### src/rtl/apb_pkg.sv
// Shared types and sizing helpers for the APB master arbiter.
package apb_pkg;

    typedef enum logic [1:0] {
        IDLE   = 2'd0,
        SETUP  = 2'd1,
        ACCESS = 2'd2
    } apb_mst_state_e;

    localparam int APB_ADDR_W_DEF = 32;
    localparam int APB_DATA_W_DEF = 32;

    // Wait-counter width; kept at least one bit so a disabled timeout still elaborates.
    function automatic int tmo_cnt_w(input int timeout);
        return (timeout < 1) ? 1 : $clog2(timeout + 1);
    endfunction

endpackage

### src/rtl/rr_arbiter.sv
// Combinational round-robin pick: first requester at or after ptr, wrapping.
module rr_arbiter #(
    parameter int NUM_REQ = 4,
    parameter int IDX_W   = $clog2(NUM_REQ)
) (
    input  logic [NUM_REQ-1:0] req,
    input  logic [IDX_W-1:0]   ptr,
    output logic [NUM_REQ-1:0] grant,
    output logic [IDX_W-1:0]   grant_idx
);

    int   idx;
    logic found;

    always_comb begin
        grant     = '0;
        grant_idx = '0;
        found     = 1'b0;
        idx       = 0;
        for (int k = 0; k < NUM_REQ; k++) begin
            idx = int'(ptr) + k;
            if (idx >= NUM_REQ) begin
                idx = idx - NUM_REQ;
            end
            if (!found && req[idx]) begin
                found      = 1'b1;
                grant[idx] = 1'b1;
                grant_idx  = IDX_W'(idx);
            end
        end
    end

endmodule

### src/rtl/apb_master_arbiter.sv
// Round-robin sharing of one APB3 completer among NUM_REQ valid/ready requesters,
// with an optional PREADY timeout that completes the transfer with an error.
module apb_master_arbiter
    import apb_pkg::*;
#(
    parameter int NUM_REQ = 4,
    parameter int ADDR_W  = APB_ADDR_W_DEF,
    parameter int DATA_W  = APB_DATA_W_DEF,
    parameter int TIMEOUT = 16
) (
    input  logic                      PCLK,
    input  logic                      PRESET,
    input  logic [NUM_REQ-1:0]        req_valid,
    output logic [NUM_REQ-1:0]        req_ready,
    input  logic [NUM_REQ-1:0]        req_write,
    input  logic [NUM_REQ*ADDR_W-1:0] req_addr,
    input  logic [NUM_REQ*DATA_W-1:0] req_wdata,
    output logic [NUM_REQ-1:0]        rsp_valid,
    output logic [DATA_W-1:0]         rsp_rdata,
    output logic                      rsp_err,
    output logic                      PSEL,
    output logic                      PENABLE,
    output logic                      PWRITE,
    output logic [ADDR_W-1:0]         PADDR,
    output logic [DATA_W-1:0]         PWDATA,
    input  logic [DATA_W-1:0]         PRDATA,
    input  logic                      PREADY,
    input  logic                      PSLVERR
);

    localparam int IDX_W = $clog2(NUM_REQ);
    localparam int CNT_W = tmo_cnt_w(TIMEOUT);
    localparam logic [CNT_W-1:0] TMO_LAST = CNT_W'((TIMEOUT > 0) ? TIMEOUT - 1 : 0);
    localparam logic [IDX_W-1:0] IDX_LAST = IDX_W'(NUM_REQ - 1);

    apb_mst_state_e     state_reg;
    logic [IDX_W-1:0]   ptr_reg;
    logic [IDX_W-1:0]   gidx_reg;
    logic [CNT_W-1:0]   cnt_reg;

    logic [ADDR_W-1:0]  addr_arr  [NUM_REQ];
    logic [DATA_W-1:0]  wdata_arr [NUM_REQ];
    logic [NUM_REQ-1:0] grant_onehot;
    logic [IDX_W-1:0]   grant_idx;
    logic               tmo_hit;

    for (genvar gi = 0; gi < NUM_REQ; gi++) begin : g_unpack
        assign addr_arr[gi]  = req_addr[gi*ADDR_W +: ADDR_W];
        assign wdata_arr[gi] = req_wdata[gi*DATA_W +: DATA_W];
    end

    rr_arbiter #(
        .NUM_REQ (NUM_REQ),
        .IDX_W   (IDX_W)
    ) u_rr_arbiter (
        .req       (req_valid),
        .ptr       (ptr_reg),
        .grant     (grant_onehot),
        .grant_idx (grant_idx)
    );

    // The handshake only exists in IDLE; everyone else waits.
    assign req_ready = (!PRESET && state_reg == IDLE) ? grant_onehot : '0;

    // Last ACCESS cycle allowed without PREADY is the TIMEOUT-th one.
    assign tmo_hit = (TIMEOUT > 0) && (cnt_reg == TMO_LAST);

    always_ff @(posedge PCLK) begin
        if (PRESET) begin
            state_reg <= IDLE;
            ptr_reg   <= '0;
            gidx_reg  <= '0;
            cnt_reg   <= '0;
            PSEL      <= 1'b0;
            PENABLE   <= 1'b0;
            PWRITE    <= 1'b0;
            PADDR     <= '0;
            PWDATA    <= '0;
            rsp_valid <= '0;
            rsp_rdata <= '0;
            rsp_err   <= 1'b0;
        end else begin
            rsp_valid <= '0;
            case (state_reg)
                IDLE: begin
                    if (|req_valid) begin
                        PADDR     <= addr_arr[grant_idx];
                        PWDATA    <= wdata_arr[grant_idx];
                        PWRITE    <= req_write[grant_idx];
                        gidx_reg  <= grant_idx;
                        ptr_reg   <= (grant_idx == IDX_LAST) ? '0 : grant_idx + 1'b1;
                        cnt_reg   <= '0;
                        PSEL      <= 1'b1;
                        state_reg <= SETUP;
                    end
                end
                SETUP: begin
                    PENABLE   <= 1'b1;
                    state_reg <= ACCESS;
                end
                ACCESS: begin
                    if (PREADY) begin
                        rsp_rdata <= PWRITE ? '0 : PRDATA;
                        rsp_err   <= PSLVERR;
                        rsp_valid <= NUM_REQ'(1) << gidx_reg;
                        PSEL      <= 1'b0;
                        PENABLE   <= 1'b0;
                        state_reg <= IDLE;
                    end else if (tmo_hit) begin
                        rsp_rdata <= '0;
                        rsp_err   <= 1'b1;
                        rsp_valid <= NUM_REQ'(1) << gidx_reg;
                        PSEL      <= 1'b0;
                        PENABLE   <= 1'b0;
                        state_reg <= IDLE;
                    end else begin
                        cnt_reg <= cnt_reg + 1'b1;
                    end
                end
                default: begin
                    PSEL      <= 1'b0;
                    PENABLE   <= 1'b0;
                    state_reg <= IDLE;
                end
            endcase
        end
    end

endmodule
### config.mk
export PLATFORM = sky130hd
export DESIGN_NAME = apb_master_arbiter
export DESIGN_NICKNAME = d
export VERILOG_FILES = /design/src/rtl/apb_pkg.sv /design/src/rtl/rr_arbiter.sv /design/src/rtl/apb_master_arbiter.sv
export SDC_FILE = /design/constraint.sdc
export NUM_CORES = 1
export LEC_CHECK = 0
export CAP_MARGIN = 20
export CORE_AREA = 5 5 157 159
export CTS_BUF_LIST = sky130_fd_sc_hd__clkbuf_8
export CTS_CLUSTER_DIAMETER = 80
export CTS_CLUSTER_SIZE = 10
export DETAILED_ROUTE_END_ITERATION = 7
export DIE_AREA = 0 0 162 164
export PLACE_DENSITY = 0.74
export REMOVE_ABC_BUFFERS = 1
export SYNTH_ARGS = -nofsm -noshare
export SYNTH_HDL_FRONTEND = slang
export SYNTH_SLANG_ARGS = --single-unit
### constraint.sdc
create_clock -name PCLK -period 5.2 [get_ports PCLK]
set_input_delay 1.3 -clock PCLK [delete_from_list [all_inputs] [get_ports PCLK]]
set_output_delay 1.3 -clock PCLK [all_outputs]
set_load 0.1 [all_outputs]
Word level (Yosys, flattened, before mapping). Cells that the tools add are included.

RAM bits: 0. Word-level logic and storage cells: 139. Bits in read-only memories: 0. Memories: 0. Register bits: 115. Input bits: 300. Output and inout port bits: 108. Latch bits: 0.

Shift operators: 1. Add/subtract/negate cells: 9. Multiplexer cells: 65. Bitwise operators: 7. Reductions and logical operators: 23. Order comparisons: 14. Multiply operators: 0. Div/mod/pow operators: 0. Equal/unequal tests: 8.

Operators with widths (count): 32-bit two-way mux (11); 32-bit binary-select mux with 2-bit select (2); 32-bit by 1-bit >= comparator with 1-bit output, second input constant (4); 32-bit by 4-bit less-than comparator with 1-bit output, second input constant (4); 32-bit by 4-bit >= comparator with 1-bit output, second input constant (3); 32-bit by 4-bit subtractor with 32-bit output, second input constant (3); 4-bit two-way mux (7); 1-bit two-way mux (21); 2-bit two-way mux (8); 5-bit two-way mux (3); 4-bit OR (3); 1-bit binary-select mux with 2-bit select (5); 5-bit one-hot mux with 2 select lines (1); 1-bit demux with 2-bit select (4); 1-bit logical AND (8); 2-bit AND reduction (4); 2-bit by 2-bit adder with 3-bit output, second input constant (2); 1-bit one-hot mux with 3 select lines (2); 2-bit one-hot mux with 3 select lines (1); 5-bit by 1-bit adder with 5-bit output, second input constant (1); 5-bit by 4-bit equality test with 1-bit output, second input constant (1); 2-bit equality test, second input constant (2); 1-bit zero test (4); 2-bit inequality test, second input constant (2); other kinds (18) (21).

Longest topological paths before layout.
Depth after elaboration: 19. Mapped depth: 13. Depth with buffers taken out: 9.

Modules after synthesis. A second synthesis with hierarchy kept.

Cells, all modules: 655. Area total of the unflattened synthesis: 6568.8 sq um.

By module, submodules not included: apb_master_arbiter (area each 6090.8 sq um, cells each 604, instances 1, seq. area each 2302.2 sq um); rr_arbiter (area each 478.0 sq um, cells each 51, instances 1, seq. area each 0.0 sq um).

Least setup slack after synthesis. Ideal clock, no wire load.

Path type: input port to output port. Start: input port req_valid[3]. End: output port req_ready[0]. Arrival time: 3.602 ns. Data required time: 3.900 ns. Cell stages on the path: 7. Slack: 0.298 ns. Path buffers: 1. Path through: buf_6 -> mux4_2 -> nor2b_4 -> a22oi_1 -> nor2_1 -> a221oi_1 -> nor2_1.

Word-level cells in the longest chain between the ends: 14. Elaborated cells between the ends (all ways): 29. Those cells by class: mux (20); bitwise (3); reduce/logical (6).

RTL lines: start, declared (RTL line apb_master_arbiter.sv:13) `input logic [NUM_REQ-1:0] req_valid,`; 1-bit binary-select mux with 2-bit select (RTL line rr_arbiter.sv:25) `if (!found && req[idx]) begin`; 1-bit two-way mux (not written as such) (2 in series) (RTL line rr_arbiter.sv:25); 1-bit two-way mux (RTL line rr_arbiter.sv:25); 1-bit zero test (RTL line rr_arbiter.sv:25); 1-bit logical AND (RTL line rr_arbiter.sv:25); 1-bit two-way mux (RTL line rr_arbiter.sv:25); 1-bit zero test (RTL line rr_arbiter.sv:25); 1-bit logical AND (RTL line rr_arbiter.sv:25); 1-bit two-way mux (RTL line rr_arbiter.sv:25); 1-bit zero test (RTL line rr_arbiter.sv:25); 1-bit logical AND (RTL line rr_arbiter.sv:25); 4-bit two-way mux * (RTL line rr_arbiter.sv:25); 4-bit two-way mux * (RTL line apb_master_arbiter.sv:63) `assign req_ready = (!PRESET && state_reg == IDLE) ? grant_onehot : '0;`; end, declared (RTL line apb_master_arbiter.sv:14) `output logic [NUM_REQ-1:0] req_ready,`.

Every way passes the cells marked *; elsewhere a longest branch is shown, timed or not. The select of a mux whose other input is x is not followed.

Worst setup path in the final report.
Start: register ptr_reg[0]. End: output port req_ready[1].

Word-level cells in the longest chain between the ends: 16. Elaborated cells between the ends (all ways): 64. Those cells by class: add/sub (7); order compare (12); mux (32); bitwise (3); reduce/logical (10).

RTL lines: start, declared (RTL line apb_master_arbiter.sv:37) `logic [IDX_W-1:0] ptr_reg;`; start signal, assigned (RTL line apb_master_arbiter.sv:91) `ptr_reg <= (grant_idx == IDX_LAST) ? '0 : grant_idx + 1'b1;`; parallel branches: the longest is 14 deep, another holds 32-bit by 4-bit subtractor with 32-bit output; 4-bit two-way mux * (RTL line rr_arbiter.sv:25); 4-bit two-way mux * (RTL line apb_master_arbiter.sv:63).

Mark *: on every way between the ends. The select of a mux whose other input is x is not followed.

==> impl_metrics.xml <==
<?xml version="1.0" encoding="UTF-8"?>
<metrics>
  <group name="hold_path">
    <metric name="hold_path_class" unit="">flop to flop</metric>
  </group>
  <group name="global_routing">
    <metric name="grt_first_pass_wirelength" unit="mm">37.1</metric>
    <metric name="grt_remaining_overflow" unit="">0</metric>
    <metric name="maximum_number_of_pins_on_one_net_before_global_route_repair" unit="">63</metric>
    <metric name="gr-usage-all-layers" unit="%">18.0</metric>
    <metric name="grt_pass1_vias" unit="">6710</metric>
    <metric name="grt_antenna_before_repair" unit="">3</metric>
  </group>
  <group name="die">
    <metric name="die_h" unit="µm">164</metric>
    <metric name="die_area" unit="mm²">0.0266</metric>
    <metric name="design.portCount" unit="">408</metric>
    <metric name="coreArea" unit="mm²">0.0231</metric>
    <metric name="dieWidth" unit="µm">162</metric>
    <metric name="floorplan.initialDensity" unit="%">25.2</metric>
    <metric name="rows" unit="">56</metric>
  </group>
  <group name="cells_and_area">
    <metric name="layout.cells.most_common" unit="">sky130_fd_sc_hd__clkdlybuf4s50_1</metric>
    <metric name="nets" unit="">1323</metric>
    <metric name="largest_registers" unit="">PADDR x32, PWDATA x32, rsp_rdata x32</metric>
    <metric name="diodes" unit="">0</metric>
    <metric name="final_design_area_no_fill" unit="mm²">0.0105</metric>
    <metric name="layout.core_utilization" unit="%">45.4</metric>
    <metric name="layoutNonFillerInstCount" unit="">1319</metric>
    <metric name="fraction_of_final_layout_cells_with_drive_strength_greater_than_1" unit="%">6.51</metric>
    <metric name="area_growth_syn_to_layout" unit="%">79.9</metric>
    <metric name="layout.cells.most_common_list" unit="">402 x sky130_fd_sc_hd__clkdlybuf4s50_1, 115 x sky130_fd_sc_hd__dfxtp_1, 76 x sky130_fd_sc_hd__nand2_1, 68 x sky130_fd_sc_hd__mux2i_1, 64 x sky130_fd_sc_hd__a221o_1</metric>
  </group>
  <group name="worst_setup_path">
    <metric name="critPathMaxFanout" unit="">13</metric>
    <metric name="timing.critical_path.to_type" unit="">primary output</metric>
    <metric name="worstSetupEndpoint" unit="">req_ready[1]</metric>
    <metric name="worst_ep_arrival_time" unit="ns">3.52</metric>
    <metric name="reg2regPathDepth" unit="">10</metric>
    <metric name="criticalPathCategory" unit="">flop to primary output</metric>
    <metric name="regToRegEndpoint" unit="">PWDATA[25]</metric>
    <metric name="reg2reg_setup_slack" unit="ns">1.28</metric>
    <metric name="setup.worst_path.start_class" unit="">flop</metric>
    <metric name="crit_path_start" unit="">ptr_reg[0]</metric>
    <metric name="timing.critical_path.required" unit="ns">3.90</metric>
    <metric name="reg2reg_from" unit="">ptr_reg[0]</metric>
  </group>
  <group name="yosys">
    <metric name="yosys_warnings" unit="">0</metric>
    <metric name="synth_seq_area_share" unit="%">39.5</metric>
    <metric name="synth_top_flop_cell" unit="">sky130_fd_sc_hd__dfxtp_1</metric>
    <metric name="synth.avg_cell_area" unit="µm²">9.23</metric>
    <metric name="netlist-cell-type-count" unit="">46</metric>
    <metric name="syn-cell-area" unit="mm²">0.00583</metric>
    <metric name="synth_enable_flop_cells" unit="">0</metric>
    <metric name="synthesis.instances" unit="">632</metric>
    <metric name="ys_async_rst_share" unit="%">0</metric>
    <metric name="synth-seq-cells" unit="">115</metric>
  </group>
  <group name="place">
    <metric name="number_of_placed_instances_with_taps_included" unit="">1287</metric>
    <metric name="placement.cell_area" unit="mm²">0.0101</metric>
    <metric name="detailedPlacementHpwl" unit="mm">19.4</metric>
    <metric name="place.gp.congestion" unit="">0.827</metric>
    <metric name="post-place-ws" unit="ns">0.455</metric>
    <metric name="buffer_ports.inserted" unit="">407</metric>
  </group>
  <group name="route">
    <metric name="via_count" unit="">6489</metric>
    <metric name="routed_wl" unit="mm">25.2</metric>
    <metric name="remaining_drc_errors" unit="">0</metric>
    <metric name="antenna_left" unit="">0</metric>
    <metric name="drt_first_iter_violations" unit="">376</metric>
    <metric name="wl_per_cell" unit="µm">19.1</metric>
    <metric name="route.detailed.vias_per_inst" unit="">4.92</metric>
    <metric name="first_pass_iters" unit="">4</metric>
  </group>
  <group name="timing">
    <metric name="setup_viol" unit="">0</metric>
    <metric name="finalHoldViolations" unit="">0</metric>
    <metric name="final_worst_hold_slack" unit="ns">0.493</metric>
    <metric name="timing.final.crit_share" unit="%">92.7</metric>
    <metric name="slew_viol_final" unit="">0</metric>
    <metric name="layout_setup_ws" unit="ns">0.380</metric>
    <metric name="fin_setup_tns" unit="ns">0</metric>
    <metric name="highest_clock_rate" unit="GHz">0.207</metric>
    <metric name="maxSlewHeadroom" unit="%">24.6</metric>
    <metric name="grt_setup_unrepaired" unit="">false</metric>
    <metric name="fin_crit" unit="ns">4.82</metric>
    <metric name="timing.clock.skew" unit="ns">0.0202</metric>
    <metric name="tightestPinTransition" unit="ns">1.13</metric>
  </group>
  <group name="cts">
    <metric name="clock_insertion_delay_worst_skew" unit="ns">0.44</metric>
    <metric name="cts_buffers" unit="">17</metric>
    <metric name="clk_pin_slew_worst_paths" unit="ns">0.07</metric>
    <metric name="cts_root_buf" unit="">sky130_fd_sc_hd__clkbuf_8</metric>
    <metric name="cts_hold_buf" unit="">0</metric>
    <metric name="post_cts.repair.setup_buffers" unit="">0</metric>
    <metric name="htree_num_levels" unit="">4</metric>
    <metric name="tritoncts" unit="">yes</metric>
    <metric name="clock_path_buffers" unit="">2</metric>
    <metric name="cts.sinks" unit="">115</metric>
  </group>
  <group name="power_and_ir_drop">
    <metric name="p_leak" unit="nW">3.99</metric>
    <metric name="power_density_normalized_to_cell_area" unit="mW/mm²">538</metric>
    <metric name="max_rail_drop_vdd" unit="mV">0.351</metric>
    <metric name="finalPower" unit="mW">5.65</metric>
  </group>
  <group name="outcome">
    <metric name="status" unit="">finished clean</metric>
  </group>
  <group name="flow_run">
    <metric name="drv.max_cap_violation_count" unit="">0</metric>
  </group>
</metrics>
-- power breakdown --
part | switching (mW) | internal [mW] | leakage (nW)
clock network | 0.412 | 0.429 | 0.192
registers | 0.153 | 1.12 | 0.943
logic | 2.45 | 1.09 | 2.85
-- layer usage --
layer	track usage, %	vias up	share of wire [%]
li1	-	3127	-
met1	19.1	3020	37
met2	31.9	286	51
met3	7.65	50	9.6
met4	6.54	6	2.7
met5	0	-	0.15
-- cells in the mapped netlist (6+ instances only) --
library cell	n	area [µm²]
sky130_fd_sc_hd__dfxtp_1	115	2300
sky130_fd_sc_hd__nand2_1	76	285
sky130_fd_sc_hd__mux2i_1	68	681
sky130_fd_sc_hd__a221o_1	64	641
sky130_fd_sc_hd__nor2_1	62	233
sky130_fd_sc_hd__o21ai_0	50	250
sky130_fd_sc_hd__a22oi_1	36	270
sky130_fd_sc_hd__clkbuf_1	29	109
sky130_fd_sc_hd__buf_6	18	203
sky130_fd_sc_hd__o21ai_1	18	90.1
sky130_fd_sc_hd__a21oi_1	9	45.0
sky130_fd_sc_hd__ha_1	7	87.6
sky130_fd_sc_hd__nor3_1	7	35.0
sky130_fd_sc_hd__inv_1	6	22.5
-- area by class of cell --
type,instances,area (µm²)
fill,2248,12600
timing repair buffer,421,4240
multi-input combinational,455,3170
sequential,115,2300
tap,290,363
clock buffer,17,234
clock inverter,15,159
inverter,6,22.5
-- worst max-delay path, cell delays in order, from the launching register on --
cell	delay (ns)
sky130_fd_sc_hd__dfxtp_1	0.66
sky130_fd_sc_hd__inv_1	0.32
sky130_fd_sc_hd__ha_2	0.56
sky130_fd_sc_hd__mux4_2	0.63
sky130_fd_sc_hd__nor2b_4	0.23
sky130_fd_sc_hd__a22oi_1	0.09
sky130_fd_sc_hd__nor2_1	0.09
sky130_fd_sc_hd__a221oi_1	0.05
sky130_fd_sc_hd__nor2_1	0.22
sky130_fd_sc_hd__buf_12	0.21
-- worst min-delay path by stage --
stage          startpoint         end  slack [ns]  cells after the start
6_report          PENABLE     PENABLE        0.49                      2
5_1_grt           PENABLE     PENABLE        0.51                      2
4_1_cts           PENABLE     PENABLE        0.49                      2
3_5_place_dp   cnt_reg[1]  cnt_reg[1]        0.47                      2
3_3_place_gp   cnt_reg[1]  cnt_reg[1]        0.46                      2
2_1_floorplan  cnt_reg[1]  cnt_reg[1]        0.44                      2
-- logic make-up after synthesis --
logic type,count (synthesis),share of synthesized area (%)
AO/OA/AOI/OAI,195,25.1
AND/OR/NAND/NOR,178,13.5
flip-flops,115,39.5
multiplexers,72,13.0
buffers and inverters,62,6.93
adder cells (fa/ha/maj),7,1.50
XOR/XNOR,3,0.451
-- repair_timing --
action,in CTS,in global routing
endpoints found under the setup margin,0,4
resized for setup,0,1
hold endpoints to repair,0,0
Power figures use the tool's default switching activity.
